<file path="config.mk">
export PLATFORM = sky130hd
export DESIGN_NAME = mem_loader
export DESIGN_NICKNAME = d
export VERILOG_FILES = /design/src/rtl/mem_loader.sv
export SDC_FILE = /design/constraint.sdc
export NUM_CORES = 1
export LEC_CHECK = 0
export BUFFER_PORTS_ARGS = -buffer_cell sky130_fd_sc_hd__buf_4
export CORE_MARGIN = 5
export CORE_UTILIZATION = 61
export DETAILED_ROUTE_END_ITERATION = 12
export GPL_TIMING_DRIVEN = 1
export PLACE_DENSITY = 0.86
export SYNTH_ARGS = -nofsm -noshare
export SYNTH_HDL_FRONTEND = slang
export SYNTH_SLANG_ARGS = --single-unit
</file>
<file path="constraint.sdc">
create_clock -name clk -period 4.8 [get_ports clk]
set_input_delay 0.48 -clock clk [delete_from_list [all_inputs] [get_ports clk]]
set_output_delay 0.48 -clock clk [all_outputs]
set_load 0.01 [all_outputs]
</file>
<file path="src/rtl/mem_loader.sv">
// Stream-driven memory loader: parses (addr, count) headers, writes the following
// data bytes to memory one at a time, and stops on a zero-count header.
module mem_loader (
    input  logic        clk,
    input  logic        rst_n,
    input  logic [7:0]  in_data,
    input  logic        in_valid,
    output logic        in_ready,
    output logic [15:0] addr,
    output logic [7:0]  dbw,
    output logic        cs,
    output logic        we,
    input  logic        mem_ready,
    output logic        done,
    output logic [15:0] run_addr,
    output logic [7:0]  sum,
    output logic [2:0]  state_dbg
);

    typedef enum logic [2:0] {
        H0    = 3'd0,
        H1    = 3'd1,
        H2    = 3'd2,
        H3    = 3'd3,
        DATA  = 3'd4,
        WRITE = 3'd5,
        DONE  = 3'd6
    } state_t;

    state_t      state_q, state_d;
    logic [15:0] addr_q, addr_d;
    logic [15:0] count_q, count_d;
    logic [15:0] run_addr_q, run_addr_d;
    logic [7:0]  dbw_q, dbw_d;
    logic [7:0]  sum_q, sum_d;
    logic        cs_q, cs_d;
    logic        done_q, done_d;
    logic        accept;

    // Handshake: a byte moves on a rising edge where in_valid && in_ready; a memory
    // write completes on a rising edge where cs && we && mem_ready.
    assign in_ready = (state_q != WRITE) && (state_q != DONE);
    assign accept   = in_valid && in_ready;

    always_ff @(posedge clk or negedge rst_n) begin
        if (!rst_n) begin
            state_q    <= H0;
            addr_q     <= 16'h0000;
            count_q    <= 16'h0000;
            run_addr_q <= 16'h0000;
            dbw_q      <= 8'h00;
            sum_q      <= 8'h00;
            cs_q       <= 1'b0;
            done_q     <= 1'b0;
        end else begin
            state_q    <= state_d;
            addr_q     <= addr_d;
            count_q    <= count_d;
            run_addr_q <= run_addr_d;
            dbw_q      <= dbw_d;
            sum_q      <= sum_d;
            cs_q       <= cs_d;
            done_q     <= done_d;
        end
    end

    always_comb begin
        state_d    = state_q;
        addr_d     = addr_q;
        count_d    = count_q;
        run_addr_d = run_addr_q;
        dbw_d      = dbw_q;
        sum_d      = sum_q;
        cs_d       = cs_q;
        done_d     = done_q;
        case (state_q)
            H0: if (accept) begin
                addr_d[7:0] = in_data;
                state_d     = H1;
            end
            H1: if (accept) begin
                addr_d[15:8] = in_data;
                state_d      = H2;
            end
            H2: if (accept) begin
                count_d[7:0] = in_data;
                state_d      = H3;
            end
            H3: if (accept) begin
                count_d[15:8] = in_data;
                // A zero-length block terminates the stream; its address is the entry point.
                if ({in_data, count_q[7:0]} != 16'h0000) begin
                    state_d = DATA;
                end else begin
                    run_addr_d = addr_q;
                    done_d     = 1'b1;
                    state_d    = DONE;
                end
            end
            DATA: if (accept) begin
                dbw_d   = in_data;
                cs_d    = 1'b1;
                state_d = WRITE;
            end
            WRITE: if (mem_ready) begin
                addr_d  = addr_q + 16'd1;
                count_d = count_q - 16'd1;
                sum_d   = sum_q + dbw_q;
                cs_d    = 1'b0;
                state_d = (count_q == 16'd1) ? H0 : DATA;
            end
            DONE: state_d = DONE;
            default: state_d = H0;
        endcase
    end

    assign addr      = addr_q;
    assign dbw       = dbw_q;
    assign cs        = cs_q;
    assign we        = cs_q;
    assign done      = done_q;
    assign run_addr  = run_addr_q;
    assign sum       = sum_q;
    assign state_dbg = state_q;

endmodule
</file>
==> results of run 1 <==
[through the flow]
stage	hold slack (ns)	cells	util (%)	cell area, um2	setup slack [ns]
after floorplan	0.184	389	-	3830	2.82
after global placement	0.457	511	71.6	4310	2.37
after detailed placement	0.455	511	71.6	4310	2.24
after CTS	0.291	527	74.9	4510	2.23
after global routing	0.331	527	74.9	4510	1.99
final	0.228	527	74.9	4510	2.15
[worst register-to-register path: cells and delay by family (launching register included)]
| kind | cells | cell delay, ns |
|---|---|---|
| AND/OR/NAND/NOR | 1 | 0.70 |
| flip-flops | 1 | 0.67 |
| AO/OA/AOI/OAI | 4 | 1.17 |
[registers in the layout, summed over array words and instances, names as in the netlist]
name	flops
dbw	8
sum	8
run_addr	16
addr	16
done	1
state_dbg	3
cs	1
count_q	16
[final cells by class]
cell class,count,area (um2)
multi-input cells,295,1970
flip-flops and latches,69,1730
fillers,440,1510
repair buffers,67,503
clock buffers,11,141
well taps,75,93.8
clock inverters,5,60.1
inverters,5,18.8
[synthesized netlist by cell type (all sizes together), types with 2 or more instances]
master	count	area share [%]
nand2b	4	0.65
nor3	16	2.2
o22ai	4	0.65
nor4b	2	0.46
a41oi	4	0.91
o21ai	23	3.0
a21boi	4	0.78
dfrtp	69	45
xor2	4	0.91
a31oi	11	1.8
o211ai	2	0.39
xnor2	2	0.46
nor4	2	0.33
mux2	28	8.2
nor2b	3	0.49
mux2i	5	1.3
and4	2	0.46
nor2	37	3.7
nand4	2	0.33
nand4b	2	0.46
nand2	36	3.5
o221ai	2	0.46
and2	3	0.49
or4	3	0.78
a21oi	30	3.9
nor3b	2	0.39
buf	8	1.4
a22o	2	0.46
a21o	5	0.98
o21a	2	0.39
clkbuf	12	1.7
or3	5	0.82
a211oi	2	0.39
ha	11	3.6
inv	5	0.49
nand3	7	0.91
o22a	12	2.7
o21ba	3	0.78
[cells by family (layout without fill, tap and decap cells)]
logic type      Yosys count  in the layout  synth area share (%)
compound gates          113            113                  19.3
buf+inv                  25             88                  3.56
xor+xnor                  6              6                  1.37
flops                    69             69                  45.0
fa+ha+maj                12             12                  4.11
mux                      33             33                  9.53
simple gates            131            131                  17.1
[metal layers]
metal / wire [um] / vias to the layer above / GRT usage [%]
met1: 4050 / 1633 / 35.4
met3: 793 / 27 / 5.90
met4: 244 / 0 / 8.25
met5: 0 / - / 0
li1: - / 1561 / -
met2: 4680 / 161 / 41.3
[worst min-delay path by stage]
stage               slack (ns)   from  cells after the start     endpoint
finish                    0.23  rst_n                      1  count_q[10]
global route              0.33  rst_n                      1  count_q[10]
CTS                       0.29  rst_n                      1       sum[3]
detailed placement        0.46   done                      1         done
global placement          0.46   done                      1         done
floorplan                 0.18  rst_n                      0      addr[0]
[power by group through the flow]
stage	Clock (mW)	Sequential (mW)	Combinational (mW)
after floorplan	0	1.08	0.854
final	0.485	1.11	1.31
after global routing	0.515	1.15	1.44
after detailed placement	0	1.11	1.29
after global placement	0	1.10	1.25
after CTS	0.486	1.10	1.31
==> summary.md, run 1 <==
| Metric | Value |
|---|---|
| Outcome | completed |
| Remaining global-route overflow | 0 |
| Die extent in x | 89.3 um |
| Critical-path cell list | nand4b_1 > o21a_1 > a21oi_1 > o21ai_0 > a22o_1 |
| Max cap viols | 0 |
| Total negative slack | 0 ns |
| Post-synthesis instance area | 3830 um2 |
| Depth of the critical timing path with buffers and inverters included | 5 |
| Crit path max-delay cell type | sky130_fd_sc_hd__nand4b_1 |
| TritonCTS clock tree | done |
| Internal reg-to-reg setup slack | 2.15 ns |
| Number of different library cells in the post-synthesis netlist | 58 |
| Crit share post-route | 55.1% |
| IO Pins | 67 |
| Wire length of the first global-routing pass | 16.0 mm |
| Capturing element of the worst setup path | count_q[6] |
| Proportion of register bits with asynchronous set or reset after synthesis | 100% |
| Post-synth EDFFs | 0 |
| Number of buffers inserted during clock tree synthesis | 9 |
| Die Outline Area | 7970 um2 |
| Gpl congestion | 0.880 |
| Share of total power in combinational logic | 45.0% |
| Transition at the pin with the smallest max-transition slack | 0.988 ns |
| Number of buffers added on ports | 66 |
| Proportion of power drawn by flip-flops and latches | 38.2% |
| RSZ-0062 raised after global routing | no |
| Max Fanout on Critical Path | 18 |
| Drc violations | 0 |
| Initial antenna violation count | 0 |
| Switching part of the total | 42.0% |
| Via Count | 3382 |
| Final ANT Viol Nets | 0 |
| Row count | 28 |
| Initial Utilization | 63.6% |
| DRT Pass-1 Iters | 5 |
| Most common cell after layout, fill and taps aside | sky130_fd_sc_hd__dfrtp_1 |
| Vias in the first global route | 3250 |
| Worst-case reg-to-reg path depth | 5 |
| Internal | 1.68 mW |
| Final Max Tran Viols | 0 |
| Final critical delay including setup and external delays | 2.65 ns |
| Final hold vios | 0 |
| R2r endpoint | count_q[6] |
| Synth warn | 0 |
| Via density per instance | 6.42 |
| Type of the setup path with the least slack | flip-flop to flip-flop |
| Final layout net count | 471 |
| Hold bufs inserted after CTS | 0 |
| Proportion of synthesized chip area in sequential cells | 45.0% |
| Fraction of layout instances using a drive strength above 1 | 26.8% |
| Bufs on Longest Clock Path | 2 |
| Endpoints failing setup | 0 |
| Crit path from | state_dbg[0] |
| Flip-flop cell with the highest count after synthesis | sky130_fd_sc_hd__dfrtp_1 |
| Number of antenna cells inserted | 0 |
| Total track usage | 25.9% |
| Tightest slew margin relative to the limit | 34.0% |
| Area growth syn-to-layout | 17.8% |
| Commonest cells after routing, fill and taps aside | sky130_fd_sc_hd__dfrtp_1, sky130_fd_sc_hd__buf_4, sky130_fd_sc_hd__nand2_1, sky130_fd_sc_hd__nor2_1, sky130_fd_sc_hd__a21oi_1 |
| Die H | 89.3 um |
| Kind of cell with the highest combined delay on the critical path | compound AO/OA/AOI/OAI gates |
| Clock network fraction of total power | 16.7% |
| Reported leakage power | 2.06 nW |
| Routed wire length per instance | 18.5 um |
| Endpoint type of the worst setup path | flip-flop |
| Syn Area/Cell | 9.86 um2 |
| Total design power | 2.90 mW |
| Worst path required time | 5.02 ns |
| Drt initial violations | 309 |
| Post-Route Skew | 0.0150 ns |
| Area of the core | 6030 um2 |
| Origin of the critical flop-to-flop path | state_dbg[0] |
| CP Launch Type | flip-flop |
| Psw | 1.22 mW |
| Peak Freq | 378 MHz |
| Number of levels in the clock H-tree | 3 |
| Clock root buffer | sky130_fd_sc_hd__clkbuf_8 |
| Net count after synthesis | 413 |
| Number of standard cells after synthesis | 389 |
| Crit path buf inv count | 0 |
| Clock transition at the registers of the reported paths | 0.08 ns |
| Number of clock sinks seen by CTS | 69 |
| Number of buffers added for setup after CTS | 0 |
| Type of the tightest min-delay check | primary input to asynchronous set/reset pin |
| Routed WL | 9.76 mm |
| Peak supply drop | 423 uV |
| Areal power density over the cells | 643 nW/um2 |
| Number of storage elements in the synthesis netlist | 69 |
| Post-cts gate resize count | 0 |
| Peak per-stage delay on the critical path | 0.70 ns |
| Arrival @ worst endpoint | 2.87 ns |
| Pin count of the biggest net entering global routing | 70 |
| HPWL after DPL | 6.80 mm |
| Worst-Skew Late Latency | 0.34 ns |
No activity file was read; power rests on OpenSTA's default activity.
==> run 2: changes to the inputs <==
- CORE_UTILIZATION: 61 -> 56
- PLACE_DENSITY: 0.86 -> 0.8
- clock period: 4.8 -> 2.5 ns (I/O delays scaled with it)
==> summary.md, run 2 (synthesis results as in run 1) <==
| Metric | Value |
|---|---|
| Peak supply drop | 553 uV |
| Final ANT Viol Nets | 0 |
| Initial Utilization | 57.1% |
| Transition at the pin with the smallest max-transition slack | 0.883 ns |
| Routed WL | 9.57 mm |
| Total design power | 5.59 mW |
| Final hold vios | 0 |
| Wire length of the first global-routing pass | 15.8 mm |
| Fraction of layout instances using a drive strength above 1 | 27.9% |
| HPWL after DPL | 6.86 mm |
| Initial antenna violation count | 0 |
| Crit share post-route | 85.0% |
| Final critical delay including setup and external delays | 2.13 ns |
| Via Count | 3318 |
| Area of all placed cells without fillers | 4580 um2 |
| Number of antenna cells inserted | 0 |
| Number of levels in the clock H-tree | 3 |
| RSZ-0062 raised after global routing | no |
| Worst-case reg-to-reg path depth | 5 |
| Die extent in x | 92.7 um |
| Type of the setup path with the least slack | flip-flop to flip-flop |
| Pin count of the biggest net entering global routing | 70 |
| Worst-Skew Late Latency | 0.35 ns |
| Type of the tightest min-delay check | primary input to asynchronous set/reset pin |
| Origin of the critical flop-to-flop path | count_q[0] |
| Drc violations | 0 |
| Dpl ws | 0.413 ns |
| Met2 wire len | 4.58 mm |
| Max cap viols | 0 |
| Die H | 92.7 um |
| Post-cts gate resize count | 0 |
| Clock root buffer | sky130_fd_sc_hd__clkbuf_8 |
| Vias in the first global route | 3227 |
| Die Outline Area | 8600 um2 |
| Layout fillers | 557 |
| Area of the core | 6720 um2 |
| Remaining global-route overflow | 0 |
| Row count | 30 |
| Total negative slack | 0 ns |
| Wire length on met3 | 711 um |
| Number of buffers added on ports | 66 |
| Number of buffers added for setup after CTS | 0 |
| Tightest slew margin relative to the limit | 41.1% |
| Area growth syn-to-layout | 19.6% |
| Routed wire length per instance | 17.8 um |
| Wl on met1 | 4.10 mm |
| Max Fanout on Critical Path | 6 |
| TritonCTS clock tree | done |
| Peak Freq | 470 MHz |
| Clock transition at the registers of the reported paths | 0.08 ns |
| DRT Pass-1 Iters | 4 |
| CP Launch Type | flip-flop |
| IO Pins | 67 |
| R2r endpoint | count_q[11] |
| Post-layout util | 68.2% |
| Endpoints failing setup | 0 |
| Highest signal layer in the routed design | met4 |
| Bufs on Longest Clock Path | 2 |
| Worst path required time | 2.79 ns |
| Internal reg-to-reg setup slack | 0.37 ns |
| Number of clock sinks seen by CTS | 69 |
| Number of buffers inserted during clock tree synthesis | 9 |
| Endpoint type of the worst setup path | flip-flop |
| Outcome | completed |
| Hold bufs inserted after CTS | 0 |
| Footprint of the flip-flops and latches | 1730 um2 |
| Areal power density over the cells | 1220 nW/um2 |
| Drt initial violations | 201 |
| Via density per instance | 6.16 |
| Worst-case setup margin in the final layout | 0.374 ns |
| Final layout net count | 478 |
| Final Max Tran Viols | 0 |
| Commonest cells after routing, fill and taps aside | sky130_fd_sc_hd__buf_4, sky130_fd_sc_hd__dfrtp_1, sky130_fd_sc_hd__nand2_1, sky130_fd_sc_hd__nor2_1, sky130_fd_sc_hd__a21oi_1 |
| Total track usage | 23.1% |
| Reported leakage power | 2.10 nW |
| Most common cell after layout, fill and taps aside | sky130_fd_sc_hd__buf_4 |
| Arrival @ worst endpoint | 2.41 ns |
| Area taken by multi-input logic gates | 1970 um2 |
| Gpl congestion | 0.879 |
| Placement Cell Area | 4380 um2 |
| Post-Route Skew | 0.00978 ns |
run 2: cell types whose count changed in the layout (fill, tap and decap cells not counted):
cell / delta
sky130_fd_sc_hd__clkinv_4: -2
sky130_fd_sc_hd__inv_6: +1
sky130_fd_sc_hd__clkinvlp_4: +1
sky130_fd_sc_hd__buf_4: +6
sky130_fd_sc_hd__buf_12: +1
run 2: worst max-delay path, stage by stage, from the launching register on:
cell and delay, ns:
sky130_fd_sc_hd__dfrtp_1 0.44, sky130_fd_sc_hd__or4_4 0.57, sky130_fd_sc_hd__nor4_1 0.57, sky130_fd_sc_hd__a21oi_1 0.17
sky130_fd_sc_hd__nor2_1 0.14, sky130_fd_sc_hd__o22a_1 0.16
run 2: metrics by stage:
step | hold WS (ns) | instances
finish | 0.0105 | 539
global route | 0.0847 | 539
CTS | 0.0470 | 539
detailed placement | 0.425 | 523
global placement | 0.425 | 523
floorplan | -0.0456 | 389
run 2: final cells by class:
cell class / instances / share of cell area, %
well taps: 80 / 2.18
flip-flops and latches: 69 / 37.7
clock inverters: 5 / 1.28
inverters: 5 / 0.409
repair buffers: 74 / 12.4
clock buffers: 11 / 3.08
multi-input cells: 295 / 43.0
run 2: worst max-delay path by stage:
stage                             from      endpoint  slack, ns  cells after the start
after floorplan           state_dbg[2]  run_addr[10]       0.52                      7
after global placement    state_dbg[0]   run_addr[1]       0.53                      5
after detailed placement  state_dbg[0]   run_addr[0]       0.41                      5
after CTS                 state_dbg[0]   run_addr[0]       0.41                      5
after global routing      state_dbg[0]  run_addr[15]       0.29                      5
final                       count_q[0]   count_q[11]       0.37                      5
run 2: layer usage:
| metal | global-route usage [%] | vias to the layer above |
|---|---|---|
| li1 | - | 1570 |
| met1 | 28.6 | 1607 |
| met2 | 37.7 | 123 |
| met3 | 7.07 | 18 |
| met4 | 9.16 | 0 |
| met5 | 0 | - |
run 2: where the power goes:
part           internal [mW]  switching [mW]
clock                  0.490           0.440
combinational           1.24            1.29
sequential              1.53           0.596
==> run 3: changes to the inputs <==
- CORE_UTILIZATION: 56 -> 61
- CTS_BUF_LIST: default -> sky130_fd_sc_hd__clkbuf_16
- PLACE_DENSITY: 0.8 -> 0.86
- clock period: 2.5 -> 2.45 ns (I/O delays scaled with it)
==> summary.md, run 3 (synthesis results as in run 1) <==
| Metric | Value |
|---|---|
| Routed WL | 9.78 mm |
| Number of clock sinks seen by CTS | 69 |
| HPWL after DPL | 6.75 mm |
| Endpoints failing setup | 0 |
| Final layout net count | 479 |
| Wire length of the first global-routing pass | 15.9 mm |
| Type of the tightest min-delay check | primary input to asynchronous set/reset pin |
| Commonest cells after routing, fill and taps aside | sky130_fd_sc_hd__buf_4, sky130_fd_sc_hd__dfrtp_1, sky130_fd_sc_hd__nand2_1, sky130_fd_sc_hd__nor2_1, sky130_fd_sc_hd__a21oi_1 |
| Final Max Tran Viols | 0 |
| Dpl ws | 0.426 ns |
| Final hold vios | 0 |
| Endpoint type of the worst setup path | flip-flop |
| Post-cts gate resize count | 0 |
| Post-Route Skew | 0.00428 ns |
| Bufs on Longest Clock Path | 2 |
| Peak Freq | 470 MHz |
| Origin of the critical flop-to-flop path | state_dbg[1] |
| Initial antenna violation count | 0 |
| Clock transition at the registers of the reported paths | 0.05 ns |
| Total design power | 6.13 mW |
| Hold bufs inserted after CTS | 0 |
| Most common cell after layout, fill and taps aside | sky130_fd_sc_hd__buf_4 |
| Number of buffers added on ports | 66 |
| Drt initial violations | 228 |
| Reported leakage power | 2.15 nW |
| CP Launch Type | flip-flop |
| Area of the core | 6030 um2 |
| Final critical delay including setup and external delays | 2.13 ns |
| Number of buffers inserted during clock tree synthesis | 9 |
| Die H | 89.3 um |
| Number of antenna cells inserted | 0 |
| Transition at the pin with the smallest max-transition slack | 0.877 ns |
| Initial Utilization | 63.6% |
| Arrival @ worst endpoint | 2.34 ns |
| Outcome | completed |
| Gpl congestion | 0.870 |
| Drc violations | 0 |
| Vias in the first global route | 3268 |
| Type of the setup path with the least slack | flip-flop to flip-flop |
| Area growth syn-to-layout | 22.0% |
| Remaining global-route overflow | 0 |
| Areal power density over the cells | 1310 nW/um2 |
| Via density per instance | 6.38 |
| TritonCTS clock tree | done |
| Routed wire length per instance | 18.3 um |
| Worst-Skew Late Latency | 0.33 ns |
| Peak supply drop | 818 uV |
| Max Fanout on Critical Path | 17 |
| Row count | 28 |
| Die extent in x | 89.3 um |
| Die Outline Area | 7970 um2 |
| IO Pins | 67 |
| Clock root buffer | sky130_fd_sc_hd__clkbuf_16 |
| Tightest slew margin relative to the limit | 41.5% |
| Number of buffers added for setup after CTS | 0 |
| Total track usage | 26.2% |
| Pin count of the biggest net entering global routing | 70 |
| DRT Pass-1 Iters | 5 |
| Number of levels in the clock H-tree | 3 |
| Max cap viols | 0 |
| Worst hold slack after final layout | 0.00730 ns |
| Via Count | 3407 |
| Worst-case setup margin in the final layout | 0.322 ns |
| Worst path required time | 2.66 ns |
| Crit share post-route | 86.9% |
| Total negative slack | 0 ns |
| RSZ-0062 raised after global routing | no |
| Crit path from | state_dbg[1] |
| Final ANT Viol Nets | 0 |
| Fraction of layout instances using a drive strength above 1 | 27.7% |
run 3: metrics by stage:
step	utilization, %	std cells	area [um2]
after floorplan	-	389	3830
after global placement	72.6	519	4370
after detailed placement	72.6	519	4370
after CTS	77.6	534	4680
after global routing	77.6	534	4680
final	77.6	534	4680
run 3: cell type report:
cell class	instances	area (um2)
Timing Repair Buffer	75	563
Multi-Input combinational cell	295	1970
Clock buffer	9	225
Inverter	5	18.8
Fill cell	400	1350
Tap cell	75	93.8
Clock inverter	6	80.1
Sequential cell	69	1730
run 3: critical path: stages, from the launching register on:
cell and delay [ns]:
sky130_fd_sc_hd__dfrtp_1 0.63, sky130_fd_sc_hd__nand2b_1 0.21, sky130_fd_sc_hd__nor3_1 0.21, sky130_fd_sc_hd__nand4b_1 0.17
sky130_fd_sc_hd__nor2_2 0.15, sky130_fd_sc_hd__buf_4 0.26, sky130_fd_sc_hd__mux2_2 0.36
run 3: report_power, final:
| group | leakage [nW] | internal [mW] | switching [mW] | total (mW) |
|---|---|---|---|---|
| sequential | 0.850 | 1.57 | 0.606 | 2.17 |
| combinational | 1.15 | 1.26 | 1.35 | 2.61 |
| clock | 0.150 | 0.875 | 0.475 | 1.35 |
| total | 2.15 | 3.71 | 2.43 | 6.13 |
run 3: per-layer routing:
metal	track usage, %	wire [um]	part of all wire (%)	up-vias
li1	-	-	-	1579
met1	34.1	4060	42	1630
met2	41.7	4600	47	162
met3	4.61	772	7.9	36
met4	14.1	351	3.6	0
met5	0	0	0	-
run 3: path summary, 6_finish.rpt:
| check | to | slack [ns] | depth (start not counted) |
|---|---|---|---|
| setup / recovery | run_addr[8] | 0.32 | 6 |
| hold / removal | count_q[3] | 0.007 | 1 |
| setup reg to reg | run_addr[8] | 0.32 | 6 |
| hold reg to reg | done | 0.47 | 1 |
| max in group asynchronous | addr[13] | 1.84 | 1 |
| min in group clk | dbw[0] | 0.18 | 2 |
